===== config.mk =====
export PLATFORM = sky130hd
export DESIGN_NAME = reg_file_mp
export DESIGN_NICKNAME = d
export VERILOG_FILES = /design/src/rtl/reg_file_mp.sv
export SDC_FILE = /design/constraint.sdc
export NUM_CORES = 2
export LEC_CHECK = 0
export BUFFER_PORTS_ARGS = -buffer_cell sky130_fd_sc_hd__buf_2
export CAP_MARGIN = 20
export CORE_ASPECT_RATIO = 0.7
export CORE_UTILIZATION = 41
export CTS_CLUSTER_DIAMETER = 50
export DETAILED_ROUTE_END_ITERATION = 8
export GPL_TIMING_DRIVEN = 0
export SETUP_SLACK_MARGIN = 0.4
export SLEW_MARGIN = 20
export SYNTH_ARGS = -nofsm -noshare
export SYNTH_HDL_FRONTEND = slang
export SYNTH_SLANG_ARGS = --single-unit

===== constraint.sdc =====
create_clock -name CLK -period 2.45 [get_ports CLK]
set_input_delay 0.245 -clock CLK [delete_from_list [all_inputs] [get_ports CLK]]
set_output_delay 0.245 -clock CLK [all_outputs]
set_load 0.05 [all_outputs]

===== src/rtl/reg_file_mp.sv =====
// ---------------------------------------------------------------------------
// reg_file_mp
//   Parametrised multi-read-port register file with registered reads,
//   write-first bypass and a sequenced bulk-clear FSM, which lets the core
//   wipe the file without pulsing RST.
//
// Parameters
//   DW     data width in bits
//   DEPTH  number of registers (>= 2)
//   AW     address width, 2**AW >= DEPTH
//   NRD    number of read ports (1..4)
//
// Ports
//   CLK       clock, all state changes on posedge
//   RST       asynchronous active-low reset
//   RD_EN     read strobe shared by all read ports
//   RD_ADDR   packed read addresses, port k = [k*AW +: AW]
//   RD_DATA   packed registered read data, port k = [k*DW +: DW]
//   RD_VALID  one-cycle pulse, RD_DATA updated this cycle
//   WR_EN     write strobe
//   WR_ADDR   write address
//   WR_DATA   write data
//   CLR_REQ   start a bulk clear (pulse or level)
//   BUSY      high while the clear sequence runs
//
// Build option
//   REGFILE_ZERO_REG_EN  entry 0 is hard-wired zero; writes to it are
//                        dropped and it never takes part in bypass.
// ---------------------------------------------------------------------------
module reg_file_mp #(
    parameter int unsigned DW    = 32,
    parameter int unsigned DEPTH = 32,
    parameter int unsigned AW    = 5,
    parameter int unsigned NRD   = 2
) (
    input  logic              CLK,
    input  logic              RST,
    input  logic              RD_EN,
    input  logic [NRD*AW-1:0] RD_ADDR,
    output logic [NRD*DW-1:0] RD_DATA,
    output logic              RD_VALID,
    input  logic              WR_EN,
    input  logic [AW-1:0]     WR_ADDR,
    input  logic [DW-1:0]     WR_DATA,
    input  logic              CLR_REQ,
    output logic              BUSY
);

    typedef enum logic [0:0] {
        IDLE  = 1'b0,
        CLEAR = 1'b1
    } state_t;

    localparam logic [AW-1:0] LAST = AW'(DEPTH - 1);

    state_t            state_q;
    state_t            state_d;
    logic [AW-1:0]     cnt_q;
    logic [DW-1:0]     mem [DEPTH];

    logic              rd_go;
    logic              wr_go;
    logic              clr_go;
    logic              idle;
    logic              wr_ok;
    logic              rd_fire;
    logic [AW-1:0]     rd_a;
    logic [NRD*DW-1:0] rd_next;

    // Addresses at or beyond DEPTH have no backing entry.
    function automatic logic in_range(input logic [AW-1:0] a);
        return 32'(a) < DEPTH;
    endfunction

    function automatic logic is_zero_reg(input logic [AW-1:0] a);
`ifdef REGFILE_ZERO_REG_EN
        return a == '0;
`else
        return (a != a);
`endif
    endfunction

    // Strobes count as asserted only when they are a clean 1; X/Z reads as 0.
    always_comb begin
        rd_go  = (RD_EN === 1'b1);
        wr_go  = (WR_EN === 1'b1);
        clr_go = (CLR_REQ === 1'b1);
    end

    always_comb begin
        idle    = (state_q == IDLE);
        wr_ok   = idle && wr_go && in_range(WR_ADDR) && !is_zero_reg(WR_ADDR);
        rd_fire = idle && rd_go;
        BUSY    = (state_q == CLEAR);
    end

    // ---------------------------------------------------------------- FSM
    always_ff @(posedge CLK or negedge RST) begin
        if (!RST) begin
            state_q <= IDLE;
        end else begin
            state_q <= state_d;
        end
    end

    always_comb begin
        state_d = state_q;
        case (state_q)
            IDLE:    if (clr_go) state_d = CLEAR;
            CLEAR:   if (cnt_q == LAST) state_d = IDLE;
            default: state_d = IDLE;
        endcase
    end

    // Counter sits at 0 while idle, so it is already loaded on entry to CLEAR.
    always_ff @(posedge CLK or negedge RST) begin
        if (!RST) begin
            cnt_q <= '0;
        end else if (state_q == IDLE) begin
            cnt_q <= '0;
        end else begin
            cnt_q <= cnt_q + 1'b1;
        end
    end

    // ------------------------------------------------------------- storage
    always_ff @(posedge CLK or negedge RST) begin
        if (!RST) begin
            for (int unsigned i = 0; i < DEPTH; i++) begin
                mem[i] <= '0;
            end
        end else if (state_q == CLEAR) begin
            mem[cnt_q] <= '0;
        end else if (wr_ok) begin
            mem[WR_ADDR] <= WR_DATA;
        end
    end

    // ---------------------------------------------------------- read path
    // Bypass keys off wr_ok, so dropped writes (out of range, zero reg)
    // never leak into read data.
    always_comb begin
        rd_next = '0;
        rd_a    = '0;
        for (int unsigned k = 0; k < NRD; k++) begin
            rd_a = RD_ADDR[k*AW +: AW];
            if (in_range(rd_a) && !is_zero_reg(rd_a)) begin
                if (wr_ok && (WR_ADDR == rd_a)) begin
                    rd_next[k*DW +: DW] = WR_DATA;
                end else begin
                    rd_next[k*DW +: DW] = mem[rd_a];
                end
            end
        end
    end

    always_ff @(posedge CLK or negedge RST) begin
        if (!RST) begin
            RD_DATA  <= '0;
            RD_VALID <= 1'b0;
        end else begin
            RD_VALID <= rd_fire;
            if (rd_fire) begin
                RD_DATA <= rd_next;
            end
        end
    end

endmodule


; ---- Word-level counts from Yosys, hierarchy flattened
; Index checks and enable logic that the tools add are counted.
[totals]
regBits = 1095
in_bits = 52
output_inout_bits = 66
wordCells = 82
[op_classes]
n_addsub = 1
order_cmp = 6
n_eq_ne = 6
mux = 19
bitwise = 7
reduce_logical = 7
[ops]
columns = operator, n
row1 = two-way mux 1024 bit, 2
row2 = AND 1024 bit, 1
row3 = bitwise mux 1024 bit, 1
row4 = NOT 1024 bit, 1
row5 = binary-select mux 32 bit (select 5 bit), 2
row6 = demux 32 bit (select 5 bit), 2
row7 = two-way mux 32 bit, 8
row8 = greater-or-equal comparator 6 bit (second input constant), 4
row9 = NOT 5 -> 6 bit, 4
row10 = less-than comparator 6 x 1 -> 1 bit (second input constant), 2
row11 = == test 5 bit, 2
row12 = logical AND 1 bit, 6
row13 = adder 5 x 1 -> 5 bit (second input constant), 1
row14 = == test 5 bit (second input constant), 1
row15 = two-way mux 5 bit, 1
row16 = === test 1 bit (second input constant), 3
row17 = two-way mux 1 bit, 2
row18 = one-hot mux 1 bit (2 select lines), 1
row19 = nonzero test 2 bit, 1
row20 = NOT 1 bit, 1

; ---- Longest topological paths before layout
[logic_depth]
ltp_word = 8
depth_mapped = 10
mapped_depth_nobuf = 5

; ---- Worst setup path before layout
; OpenSTA, ideal clock, no wires.
[synth_path]
path_type = reg2reg
start = reg state_q (netlist: BUSY)
end = reg mem[121] (netlist name)
setup_ns = 0.121
t_arrival_ns = 2.174
required_time_ns = 2.329
path_slack_ns = 0.155
path_stages_with_launch = 9
path_buffers = 3
synth_period_minus_slack_ns = 2.295
path_cell_list = dfrtp_1 -> nor2b_1 -> buf_2 -> or3b_2 -> buf_2 -> nor2_2 -> a21oi_1 -> clkbuf_1 -> a22o_1
[synth_via]
elab_chain_cells = 3
word_cells_on_any_way = 4
classes_between = 1 x mux / 1 x bitwise / 2 x reduce/logical
[synth_rtl]
columns = item, line
row1 = start: declaration, 56  ; state_t state_q;
row2 = start signal: assignment, 102  ; state_q <= state_d;
row3 = NOT 1 bit, 91  ; idle = (state_q == IDLE);
row4 = logical AND 1 bit, 92  ; wr_ok = idle && wr_go && in_range(WR_ADDR) && !is_zero_reg(WR_ADDR);
row5 = nonzero test 2 bit (no line), n/a
row6 = end signal: indexed assignment, 130  ; mem[i] <= '0;
row7 = end signal: indexed assignment, 133  ; mem[cnt_q] <= '0;
row8 = end signal: indexed assignment, 135  ; mem[WR_ADDR] <= WR_DATA;
row9 = end: declaration, 59  ; logic [DW-1:0] mem [DEPTH];
; Several ways; a longest one is shown, not always the timed one.
; A chain may end at the register's enable or synchronous reset.

; ---- Worst setup path after layout
[layout_path]
start = in RD_ADDR[0]
end = reg RD_DATA[28]
[layout_via]
elab_chain_cells = 5
word_cells_on_any_way = 7
classes_between = 1 x eq/ne / 4 x mux / 1 x bitwise / 1 x reduce/logical
[layout_rtl]
columns = item, line
row1 = start: declaration, 39  ; input logic [NRD*AW-1:0] RD_ADDR,
row2 = NOT 5 -> 6 bit (implied by the code), 151  ; rd_next[k*DW +: DW] = mem[rd_a];
row3 = binary-select mux 32 bit (select 5 bit), 151
row4 = two-way mux 32 bit (implied by the code) (2 in a row), 151
row5 = two-way mux 32 bit (*), 148  ; if (wr_ok && (WR_ADDR == rd_a)) begin
row6 = end signal: assignment, 164  ; RD_DATA <= rd_next;
row7 = end: declaration, 40  ; output logic [NRD*DW-1:0] RD_DATA,
; Mark *: on every way between the ends. The rest lies on a longest branch, timed or not. The select of a mux whose other input is x is not followed.

==> metrics.md <==
| Metric | Value |
|---|---|
| CP max FO | `12` |
| EDFF count, synth | `0` |
| Initial antenna violation count | `25` |
| Comb power frac | `between 20% and 30%` |
| CTS buffer count | `approximately 120` |
| 1st-iter DRT viols | `8482` |
| Final Skew | `0.0569 ns` |
| Power density over the cells | `approximately 810 nW/um^2` |
| Switching Fraction | `roughly 35%` |
| Relative slew margins | `under 10%` |
| Mean Syn Cell Area | `13.6 um^2` |
| Area Growth Syn to Fin | `19.4%` |
| Max-slew violations | `0` |
| Row count | `roughly 110` |
| Yosys warnings | `0` |
| Ports | `about 120` |
| Sequential power share | `40.1%` |
| Simple-gate share of the synthesized area | `under 10%` |
| Largest cells by area after synthesis | `dfrtp_1 49%, mux4_2 17%, a22o_1 16%` |
| Largest net degree at the start of global routing | `140` |
| Post-synthesis compound-gate area fraction | `22.2%` |
| Clk slew on worst S/H paths | `~0.060 ns` |
| HPWL after DPL | `around 230000 um` |
| Fillers | `around 12000` |
| H-tree depth reported by CTS | `3` |
| Mux share of post-synthesis cell area | `roughly a fifth` |
| Setup slack after layout | `-0.211 ns` |
| Worst EP required | `3.13 ns` |
| Max-cap violations | `0` |
| Num Clock Sinks | `between 1000 and 1500` |
| Die W | `around 440 um` |
| Via/cell ratio | `roughly 7.7` |
| Vias in the first global route | `approximately 45000` |
| Wire length per cell | `50.2 um` |
| Ys flop type | `dfrtp_1` |
| Leak Pwr | `around 30 nW` |
| Total GRT Usage | `between 40% and 50%` |
| Setup_tns | `-0.479 ns` |
| Failing checks | `hold timing, setup timing` |
| Post-synth top area cell | `dfrtp_1` |
| Outcome | `finished, violations left` |
| Hold Buf Count CTS | `7` |
| Fin util | `between 40% and 50%` |
| Layout Nets | `about 4500` |
| Port bufs | `72` |
| Latest clock arrival within the worst-skew pair | `between 0.8 and 0.9 ns` |
| Netlist cell types | `64` |
| Clock Power Share | `about a third` |
| CTS tree | `done` |
| Synth Area in Adders | `less than 1%` |
| Main combinational cell family by area after synthesis | `compound AO/OA/AOI/OAI gates` |
| CTS root buf | `clkbuf_16` |
| Final hold violations | `approximately 290` |
| Commonest cells after routing, fill and taps aside | `1094 x dfrtp_1, 1037 x a22o_1, 433 x mux4_2` |
| Sequential-to-total area share from yosys stat | `a little under 50%` |
| DIE AREA | `about 140000 um^2` |
| Minimum clock period | `roughly 2.7 ns` |
| Hold Slack | `-0.239 ns` |
| Synthesized flop and latch total | `roughly 1100` |
| Critical path launch point type | `input pin` |
| Hold Crit Class | `input pin to async pin` |
| Worst slew pin tran | `approximately 1.4 ns` |
| Cell-internal power | `~0.035 W` |
| Multi-input gate area in the final layout | `approximately 27000 um^2` |
| Yosys top cell area share | `about half` |
| Switching power total | `0.0190 W` |
| Setup violators final | `18` |
| Core ar. | `about 130000 um^2` |
| Syn Nets | `roughly 4200` |
| Initial Utilization | `around 42%` |
| Pre-antenna DRT Iters | `7` |
| RSZ-0062 raised after global routing | `true` |
| Fin crit share | `109%` |
| WS Path Type | `input pin to register` |
| DR DRC count | `0` |
| Grt ovf | `0` |
| CTS Buffer Depth | `3` |
| Fmax | `376 MHz` |
| Final ANT Viol Nets | `0` |
| Syn Inst Count | `4107` |
| Die height | `between 300 and 400 um` |
| Worst VDD drop | `0.592 mV` |
| Share of layout cells above drive strength 1 | `a little under a third` |
| Crit end category | `register` |
| Register area | `27400 um^2` |
| DR vias | `between 40000 and 50000` |
| Worst EP arrival | `between 3 and 4 ns` |
| Ys async rst share | `100%` |
| GPL Wtd Cong | `about 1.1` |
| Post-Route WL | `about 320000 um` |
| Most common cell after layout, fill and taps aside | `dfrtp_1` |
| First-pass GRT wire length | `roughly 420000 um` |
| Post-Synth XOR/XNOR Area | `less than 1%` |
| Mapped cell area | `between 50000 and 60000 um^2` |
==> cells in the mapped netlist (all sizes together), types with 2 or more instances <==
master / number
a2111oi: 22
a211o: 8
a211oi: 23
a21boi: 2
a21o: 17
a21oi: 74
a221o: 10
a221oi: 41
a22o: 1038
a22oi: 112
a2bb2oi: 2
a311oi: 2
a31o: 2
a31oi: 12
a32o: 4
and2: 15
and3: 6
and3b: 2
buf: 201
clkbuf: 342
dfrtp: 1095
ha: 5
inv: 11
mux2: 55
mux2i: 139
mux4: 437
nand2: 85
nand2b: 9
nand3: 55
nand3b: 6
nor2: 48
nor2b: 28
nor3: 11
nor3b: 3
nor4: 5
o211ai: 8
o21ai: 50
o21bai: 11
o22ai: 69
or3: 20
or3b: 3
xnor2: 8
xor2: 4
==> power by group through the flow <==
| stage | sequential, W | combinational (W) | clock (W) |
|---|---|---|---|
| 6_report | 0.0216 | 0.0132 | 0.0190 |
| 5_1_grt | 0.0216 | 0.0132 | 0.0195 |
| 4_1_cts | 0.0214 | 0.0122 | 0.0188 |
| 3_5_place_dp | 0.0217 | 0.0111 | 0 |
| 3_3_place_gp | 0.0217 | 0.0109 | 0 |
| 2_1_floorplan | 0.0222 | 0.00530 | 0 |
==> worst max-delay path, stage by stage <==
cell and delay (ns):
buf_4 0.36, buf_4 0.45, buf_2 0.59, mux4_2 0.59
nand2_1 0.33, nand2_1 0.12, a22oi_1 0.42, o211ai_1 0.15
==> state kept, by name, summed over array words and instances, names as in the netlist <==
| register | flops |
|---|---|
| BUSY | 1 |
| RD_VALID | 1 |
| cnt_q | 5 |
| mem | 1024 |
| RD_DATA | 64 |
==> kinds of logic (layout without fill, tap and decap cells) <==
group / after synthesis / after routing
muxes: 631 / 631
other: 0 / 31
adders and majority gates: 5 / 5
buffers and inverters: 555 / 969
xor gates and xnor gates: 12 / 12
and+or+nand+nor: 298 / 298
DFF: 1095 / 1095
AOI/OAI and AO/OA: 1511 / 1511
==> metrics by stage <==
stage / hold slack [ns] / setup WS (ns) / cell area (um^2) / cells / total power (W)
6_report: -0.239 / -0.211 / 66600 / 6319 / 0.0538
4_1_cts: -0.183 / 0.0498 / 65500 / 6254 / 0.0524
3_3_place_gp: 0.493 / -25.36 / 58400 / 5946 / 0.0326
2_1_floorplan: -0.0506 / 0.407 / 55900 / 4107 / 0.0275
5_1_grt: -0.147 / 0.0356 / 66500 / 6296 / 0.0544
3_5_place_dp: 0.156 / -1.91 / 59000 / 5967 / 0.0328
==> repair_timing <==
item,in CTS,in global routing
setup buffers,58,23
setup endpoints to repair,1088,1058
gates resized for setup,527,291
pin swaps,23,22
endpoints found under the hold margin,345,265
cloned,12,9
==> layout make-up <==
class                      instances  area share, %
clock buffer                     169           5.20
tap                             1767           3.32
sequential                      1095           41.1
multi-input combinational       2457           40.7
antenna                           31          0.116
buffer                           543           5.63
inverter                          12         0.0789
timing repair buffer             204           3.07
clock inverter                    41          0.729
==> final timing paths <==
path | startpoint | end | slack (ns) | depth (start not counted)
hold reg to reg | mem[518] | mem[518] | 0.52 | 1
max in group asynchronous | RST | mem[118] | 0.80 | 7
hold / removal | RST | mem[803] | -0.24 | 5
setup reg to reg | cnt_q[2] | mem[563] | -0.02 | 6
setup / recovery | RD_ADDR[0] | RD_DATA[28] | -0.21 | 8
min in group CLK | WR_DATA[4] | mem[100] | 0.06 | 2
==> per-layer routing <==
| metal | up-vias | GRT usage [%] | wire [um] |
|---|---|---|---|
| met1 | 25700 | 59.1 | 120000 |
| li1 | 17400 | - | - |
| met2 | 4621 | 53.3 | 115000 |
| met3 | 812 | 36.0 | 65400 |
| met5 | - | 9.04 | 2920 |
| met4 | 61 | 16.7 | 14300 |
Power figures use the tool's default switching activity.
